`src/rtl/free_list_alloc_ctrl.sv`:
```
// Allocation/release scheduler in front of a 3-port physical-tag free list.
// Latency: grants, tags and write enables are combinational (0 cycles); backlog and FSM update at the next edge.
// Backpressure: no grants when rename_ready=0, on flush or in RECOVER; short write room parks returns in pending_free.
module free_list_alloc_ctrl #(
    parameter int BUFFER_DEPTH = 32,
    parameter int ADDR_WIDTH   = $clog2(BUFFER_DEPTH)
) (
    input  logic                  clk,
    input  logic                  rst,

    // rename lanes, bit 0 is the oldest lane
    input  logic [2:0]            alloc_req,
    input  logic                  rename_ready,
    output logic [2:0]            alloc_grant,
    output logic [ADDR_WIDTH-1:0] alloc_tag_0,
    output logic [ADDR_WIDTH-1:0] alloc_tag_1,
    output logic [ADDR_WIDTH-1:0] alloc_tag_2,
    output logic                  alloc_stall,

    // free-list read side
    output logic                  fl_read_en_0,
    output logic                  fl_read_en_1,
    output logic                  fl_read_en_2,
    input  logic [ADDR_WIDTH:0]   fl_read_data_0,
    input  logic [ADDR_WIDTH:0]   fl_read_data_1,
    input  logic [ADDR_WIDTH:0]   fl_read_data_2,
    input  logic                  fl_read_valid_0,
    input  logic                  fl_read_valid_1,
    input  logic                  fl_read_valid_2,
    input  logic [ADDR_WIDTH:0]   fl_buffer_count,

    // free-list write side
    output logic                  fl_write_en_0,
    output logic                  fl_write_en_1,
    output logic                  fl_write_en_2,

    // tag returns
    input  logic [2:0]            commit_free_en,
    input  logic                  flush,
    input  logic [ADDR_WIDTH:0]   flush_free_count,

    // status
    output logic                  recovering,
    output logic [ADDR_WIDTH:0]   pending_free,
    output logic                  overflow_err
);

    // Count width matches the free-list occupancy; backlog arithmetic gets one
    // extra bit so a large flush on top of a full backlog cannot wrap.
    localparam int CW = ADDR_WIDTH + 1;
    localparam int PW = ADDR_WIDTH + 2;
    localparam logic [PW-1:0] DEPTH_P = PW'(BUFFER_DEPTH);
    localparam logic [CW-1:0] DEPTH_C = CW'(BUFFER_DEPTH);

    typedef enum logic {
        ST_RUN     = 1'b0,
        ST_RECOVER = 1'b1
    } state_t;

    state_t state;
    state_t state_next;

    logic          alloc_ok;
    logic          blocked;
    logic [CW-1:0] granted;
    logic [2:0]    grant_c;

    logic [PW-1:0] commit_cnt;
    logic [PW-1:0] in_cnt;
    logic [PW-1:0] avail;
    logic [PW-1:0] room;
    logic [PW-1:0] wr_cnt;
    logic [PW-1:0] pending_next;

    // ------------------------------------------------------------------
    // Allocation
    // ------------------------------------------------------------------

    // In-order grant: a requesting lane that misses blocks every younger
    // requesting lane, while idle lanes are simply skipped.
    always_comb begin
        grant_c  = '0;
        granted  = '0;
        blocked  = 1'b0;
        alloc_ok = !rst && (state == ST_RUN) && !flush && rename_ready;
        for (int k = 0; k < 3; k++) begin
            if (alloc_req[k]) begin
                if (alloc_ok && !blocked && (granted < fl_buffer_count)) begin
                    grant_c[k] = 1'b1;
                    granted    = granted + CW'(1);
                end else begin
                    blocked = 1'b1;
                end
            end
        end
    end

    assign alloc_grant  = grant_c;
    assign fl_read_en_0 = grant_c[0];
    assign fl_read_en_1 = grant_c[1];
    assign fl_read_en_2 = grant_c[2];

    // Tags are forced to zero on ungranted lanes so rename never latches a stale value.
    assign alloc_tag_0 = grant_c[0] ? fl_read_data_0[ADDR_WIDTH-1:0] : '0;
    assign alloc_tag_1 = grant_c[1] ? fl_read_data_1[ADDR_WIDTH-1:0] : '0;
    assign alloc_tag_2 = grant_c[2] ? fl_read_data_2[ADDR_WIDTH-1:0] : '0;

    assign alloc_stall = !rst && (|(alloc_req & ~grant_c));

    // ------------------------------------------------------------------
    // Release
    // ------------------------------------------------------------------

    // Write budget: never more than three ports, the tags on hand, or the
    // room left in the list. Room uses the current occupancy only, so a
    // same-cycle read never lets a write land on a still-occupied slot.
    always_comb begin
        commit_cnt = PW'(commit_free_en[0]) + PW'(commit_free_en[1]) + PW'(commit_free_en[2]);
        in_cnt     = commit_cnt + (flush ? PW'(flush_free_count) : '0);
        avail      = PW'(pending_free) + in_cnt;
        room       = DEPTH_P - PW'(fl_buffer_count);
        wr_cnt     = PW'(3);
        if (avail < wr_cnt) begin
            wr_cnt = avail;
        end
        if (room < wr_cnt) begin
            wr_cnt = room;
        end
        pending_next = avail - wr_cnt;
    end

    // Write ports fill from port 0 upward.
    assign fl_write_en_0 = !rst && (wr_cnt > PW'(0));
    assign fl_write_en_1 = !rst && (wr_cnt > PW'(1));
    assign fl_write_en_2 = !rst && (wr_cnt > PW'(2));

    // Backlog register; a backlog beyond the list depth is impossible with
    // consistent tag accounting, so it saturates and raises a sticky error.
    always_ff @(posedge clk or posedge rst) begin
        if (rst) begin
            pending_free <= '0;
            overflow_err <= 1'b0;
        end else if (pending_next > DEPTH_P) begin
            pending_free <= DEPTH_C;
            overflow_err <= 1'b1;
        end else begin
            pending_free <= pending_next[CW-1:0];
        end
    end

    // ------------------------------------------------------------------
    // Recovery FSM
    // ------------------------------------------------------------------

    // State register.
    always_ff @(posedge clk or posedge rst) begin
        if (rst) begin
            state <= ST_RUN;
        end else begin
            state <= state_next;
        end
    end

    // Leave recovery only once the backlog empties with no new flush arriving.
    always_comb begin
        state_next = state;
        case (state)
            ST_RUN: begin
                if (flush) begin
                    state_next = ST_RECOVER;
                end
            end
            ST_RECOVER: begin
                if ((pending_next == '0) && !flush) begin
                    state_next = ST_RUN;
                end
            end
            default: state_next = ST_RUN;
        endcase
    end

    // Status decode straight from the state register.
    always_comb begin
        recovering = (state == ST_RECOVER);
    end

    // ------------------------------------------------------------------
    // Free-list handshake invariants
    // ------------------------------------------------------------------

    a_valid_0:  assert property (@(posedge clk) disable iff (rst) fl_read_valid_0 == alloc_grant[0]);
    a_valid_1:  assert property (@(posedge clk) disable iff (rst) fl_read_valid_1 == alloc_grant[1]);
    a_valid_2:  assert property (@(posedge clk) disable iff (rst) fl_read_valid_2 == alloc_grant[2]);
    a_marker_0: assert property (@(posedge clk) disable iff (rst) alloc_grant[0] |-> fl_read_data_0[ADDR_WIDTH]);
    a_marker_1: assert property (@(posedge clk) disable iff (rst) alloc_grant[1] |-> fl_read_data_1[ADDR_WIDTH]);
    a_marker_2: assert property (@(posedge clk) disable iff (rst) alloc_grant[2] |-> fl_read_data_2[ADDR_WIDTH]);

endmodule

```
`config.mk`:
```
export PLATFORM = sky130hd
export DESIGN_NAME = free_list_alloc_ctrl
export DESIGN_NICKNAME = d
export VERILOG_FILES = /design/src/rtl/free_list_alloc_ctrl.sv
export SDC_FILE = /design/constraint.sdc
export NUM_CORES = 1
export LEC_CHECK = 0
export ABC_AREA = 1
export CORE_ASPECT_RATIO = 0.8
export CORE_MARGIN = 10
export CORE_UTILIZATION = 30
export DETAILED_ROUTE_END_ITERATION = 16
export HOLD_SLACK_MARGIN = 0.03
export PLACE_DENSITY = 0.61
export SYNTH_ARGS = -nofsm -noshare
export SYNTH_HDL_FRONTEND = slang
export SYNTH_SLANG_ARGS = --single-unit
```
`constraint.sdc`:
```
create_clock -name clk -period 10.4 [get_ports clk]
set_input_delay 2.08 -clock clk [delete_from_list [all_inputs] [get_ports clk]]
set_output_delay 2.08 -clock clk [all_outputs]
set_load 0.01 [all_outputs]
```
# After elaboration in Yosys (flattened, before gate mapping)
# Cells that the tools add are included.
classes:
  multipliers: 0
  muxes: 24
  n_reduce_logical: 19
  magnitude_cmp: 9
  shifts: 0
  addsub: 7
  eq_ne: 0
  bitwise: 3
  div: 0
op_table:
  columns: ["cell", "n"]
  rows:
  - ["$mux 6", 5]
  - ["$mux 5", 3]
  - ["$gt 7x1->1 const B", 2]
  - ["$mux 7", 2]
  - ["$logic_and 1x1->1", 13]
  - ["$mux 1", 13]
  - ["$lt 6x6->1", 2]
  - ["$add 3x6->7", 1]
  - ["$add 6x7->7", 1]
  - ["$gt 7x2->1 const B", 1]
  - ["$gt 7x6->1 const B", 1]
  - ["$logic_not 7->1", 1]
  - ["$lt 7x2->1 const B", 1]
  - ["$lt 7x7->1", 1]
  - ["$sub 6x6->7 const A", 1]
  - ["$sub 7x7->7", 1]
  - ["$add 6x1->6 const B", 1]
  - ["$lt 1x6->1 const A", 1]
  - ["$logic_not 1->1", 4]
  - ["$add 2x1->3", 1]
  - ["$and 3x3->3", 1]
  - ["$not 3->3", 1]
  - ["$reduce_or 3->1", 1]
  - ["$add 1x1->2", 1]
  - ["other kinds (2)", 2]
totals:
  input_bits: 43
  mem_bits_ro: 0
  latchBits: 0
  regBits: 8
  word_cells: 65
  out_inout_bits: 33
  n_memories: 0
  ramBits: 0

# Logic depth before layout (Yosys ltp)
depth:
  ltp_word: 21
  mapped_depth: 35
  depth_no_buf: 35

# Least setup slack after synthesis
# OpenSTA, ideal clock, no wires.
synth_timing:
  kind: "input to output"
  startpoint: "input commit_free_en[0]"
  endpoint: "output fl_write_en_2"
  stages: 20
  slack_ns: 3.068
  n_path_buf: 0
  required_ns: 8.320
  t_arrival_ns: 5.252
  path_cell_list: "fa_1 > inv_1 > fa_1 > fa_1 > nor2_1 > nor2_2 > nand2_2 > nor2_2 > nand3_2 > inv_1 > nand3_1 > nand2_1 > nand2_1 > nand2_2 > a21boi_1 > inv_1 > o21ai_1 > a21oi_1 > inv_1 > a21oi_1"
synth_via:
  elab_chain_cells: 10
synth_lines:
  columns: ["item", "line", "rtl"]
  rows:
  - ["from (decl)", "38", "input logic [2:0] commit_free_en,"]
  - ["$add 1x1->2 (*)", "118", "commit_cnt = PW'(commit_free_en[0]) + PW'(commit_free_en[1]) + PW'(commit_free_en[2]);"]
  - ["$add 2x1->3 (*)", "118", null]
  - ["$add 3x6->7 (*)", "119", "in_cnt = commit_cnt + (flush ? PW'(flush_free_count) : '0);"]
  - ["$add 6x7->7 (*)", "120", "avail = PW'(pending_free) + in_cnt;"]
  - ["$lt 7x2->1", "123", "if (avail < wr_cnt) begin"]
  - ["$mux 7 (*)", "123", null]
  - ["$lt 7x7->1", "126", "if (room < wr_cnt) begin"]
  - ["$mux 7 (*)", "126", null]
  - ["$gt 7x2->1 (*)", "135", "assign fl_write_en_2 = !rst && (wr_cnt > PW'(2));"]
  - ["$logic_and 1x1->1 (*)", "135", null]
  - ["to (decl)", "35", "output logic fl_write_en_2,"]
# Every way passes the cells marked *; elsewhere a longest branch is shown, timed or not.

# Final worst setup path
# Same ends and word-level chain as after synthesis.

==> impl_metrics.csv <==
group,metric,value,unit
synthesis,synth_area,1790,um^2
clock_network,hold_buffers,0,
die,die-area,9490,um^2
routing,vias_per_cell,4.19,
timing,finalSetupViolCount,0,
setup_path,critPathRequiredTime,8.32,ns
clock_network,cts_max_level,1,
routing,firstDrtPassIters,4,
synthesis,yosysSeqAreaShare,11.2,%
grt,antenna_found_initial,0,
timing,setup_ws,2.04,ns
placement,dp_cells,456,
cells_and_area,fill_cells,613,
cells_and_area,areaGrowthSynthToFinish,46.1,%
clock_network,cts_root_buffer,"clkbuf_8",
cells_and_area,fin_cells,459,
cells_and_area,nets,448,
routing,drt-initial-drc-count,54,
die,start_util,30.7,%
synthesis,synth_top_area_share,17.2,%
synthesis,yosysWarnings,0,
die,placementRows,25,
run_status,status,"completed",
die,die_w,106,um
clock_network,post_cts.repair.setup_buffers,0,
placement,place_hpwl,4.66,mm
power_and_ir_drop,powerDensity,135,nW/um^2
grt,grt_max_degree,9,
timing,rsz0062_at_grt,"no",
timing,slew_headroom,46.7,%
cells_and_area,n_antenna_cell,0,
clock_network,cts_resized,0,
setup_path,cp_max_fo,6,
routing,wl,5.12,mm
placement,pre_cts_ws,2.00,ns
setup_path,r2r-start,"pending_free[0]",
cells_and_area,final_util,44.8,%
setup_path,start_kind,"primary input",
cells_and_area,multi_input_area,1270,um^2
setup_path,crit_start,"commit_free_en[0]",
routing,drc,0,
hold_path,min_from,"overflow_err",
placement,gp_congestion,0.793,
setup_path,cp.arrival,6.28,ns
run,cap_violations,0,
hold_path,worst_hold_path.num_cells,1,
setup_path,path_class,"primary input to primary output",
grt,grt_pass1_wl,8.48,mm
die,num_io_pins,76,
synthesis,synthCells,305,
grt,grt_util_all_layers,10.6,%
clock_network,clkLatencyLatePin,0.22,ns
timing,skew,0.00136,ns
clock_network,cts_tree,"yes",
timing,fin_crit_sh,80.4,%
timing,hold_viol,0,
timing,finalSetupTns,0,ns
die,core,5850,um^2
power_and_ir_drop,ir_worst_vdd,55.7,uV
cells_and_area,design_area,2620,um^2
grt,grt_pass1_vias,1831,
synthesis,yosys_register_bits,8,
cells_and_area,seq_area,200,um^2
setup_path,critPathCaptureType,"primary output",
timing,final-max-slew-violation-count,0,
synthesis,ys_types,27,
placement,io_buffers,69,
grt,grt_overflow_total,0,
synthesis,avgSynthCellArea,5.88,um^2
routing,dr_total_vias,1921,
cells_and_area,drive_gt1_share,8.47,%
timing,fmax,120,MHz
placement,place_area,2580,um^2
synthesis,synth_area_leaders,"inv_1 (17%), nand2_1 (15%), ha_1 (15%)",
timing,tightest_slew,0.795,ns
clock_network,cts.sinks,8,
synthesis,yosys.area.top_type,"inv_1",
timing,fin_crit,8.36,ns
routing,antenna_left,0,
die,die_h,89.1,um
setup_path,worstRegToRegCells,30,
routing,wl_per_cell,11.1,um
power_and_ir_drop,finalPower,352,uW
timing,hold_ws,0.472,ns
hold_path,hp-class,"flop to flop",
clock_network,cts_buffer_depth,2,
clock_network,cts_inserted_buffers,3,
clock_network,clkTransAtPathRegs,0.04,ns
power_and_ir_drop,leakagePower,1.49,nW
==> layout by cell type (no fill, tap or decap) <==
| cell | count |
|---|---|
| o211ai_1 | 2 |
| ha_1 | 21 |
| inv_1 | 82 |
| nor2_1 | 30 |
| nor3_1 | 2 |
| o21bai_1 | 1 |
| fa_1 | 4 |
| o21ai_0 | 4 |
| dfrtp_1 | 8 |
| xnor2_1 | 1 |
| nand3b_1 | 2 |
| inv_2 | 3 |
| a211oi_1 | 1 |
| o21ai_1 | 2 |
| a21boi_1 | 1 |
| clkbuf_8 | 3 |
| nand2_2 | 9 |
| clkdlybuf4s50_1 | 69 |
| a21oi_2 | 1 |
| nand3_2 | 4 |
| conb_1 | 5 |
| nand4_1 | 7 |
| nand3_1 | 19 |
| nand2_4 | 5 |
| nor2_2 | 7 |
| a21oi_1 | 10 |
| nand2_1 | 72 |
| xor2_1 | 3 |
==> area by class of cell <==
| type | count | area share, % |
|---|---|---|
| clock buffers | 3 | 1.58 |
| flip-flops and latches | 8 | 7.64 |
| well taps | 81 | 3.87 |
| inverters | 85 | 12.2 |
| repair buffers | 69 | 26.4 |
| multi-input cells | 213 | 48.4 |
==> Yosys cell counts <==
cell,n
inv_1,82
nand2_1,72
nor2_1,30
ha_1,21
nand3_1,19
a21oi_1,10
nand2_2,9
dfrtp_1,8
nand4_1,7
nor2_2,7
nand2_4,5
fa_1,4
nand3_2,4
o21ai_0,4
buf_4,3
inv_2,3
xor2_1,3
nand3b_1,2
nor3_1,2
o211ai_1,2
o21ai_1,2
a211oi_1,1
a21boi_1,1
a21oi_2,1
conb_1,1
o21bai_1,1
xnor2_1,1
==> cell families after synthesis <==
logic type | share of synthesized area [%]
other | 0.209
and+or+nand+nor | 41.5
buffers and inverters | 19.1
xor gates and xnor gates | 1.95
DFF | 11.2
AOI/OAI and AO/OA | 7.05
adders and majority gates | 19.1
==> state kept, by name, indices dropped and copies added (netlist names) <==
name and flops:
recovering 1, pending_free 6, overflow_err 1
==> metal layers <==
| layer | up-vias | track usage, % | routed length [um] | part of all wire [%] |
|---|---|---|---|---|
| met5 | - | 0 | 0 | 0 |
| met4 | 0 | 2.58 | 40 | 0.78 |
| met3 | 4 | 1.66 | 204 | 4.0 |
| met2 | 36 | 17.2 | 2300 | 45 |
| met1 | 819 | 14.2 | 2570 | 50 |
| li1 | 1062 | - | - | - |
==> final timing paths <==
kind | end | slack, ns
worst min-delay path | overflow_err | 0.47
worst max-delay path | fl_write_en_2 | 2.04
max in group asynchronous | pending_free[1] | 7.92
min in group asynchronous | pending_free[4] | 2.25
worst max register to register | recovering | 5.67
worst min register to register | overflow_err | 0.47
==> power by group <==
group | switching [mW] | internal, mW
Sequential | 0.00398 | 0.0379
Clock | 0.0109 | 0.0250
Combinational | 0.165 | 0.109
Total | 0.180 | 0.172
==> critical path: stages <==
cell and delay (ns):
clkdlybuf4s50_1 0.43, fa_1 0.53, inv_1 0.05, fa_1 0.42, fa_1 0.65, nor2_1 0.10, nor2_2 0.12, nand2_2 0.06
nor2_2 0.11, nand3_2 0.09, inv_1 0.08, nand3_1 0.06, nand2_1 0.07, nand2_1 0.05, nand2_2 0.08, a21boi_1 0.10
inv_1 0.12, o21ai_1 0.11, a21oi_1 0.21, inv_1 0.07, a21oi_1 0.11, clkdlybuf4s50_1 0.56
Power figures use the tool's default switching activity.
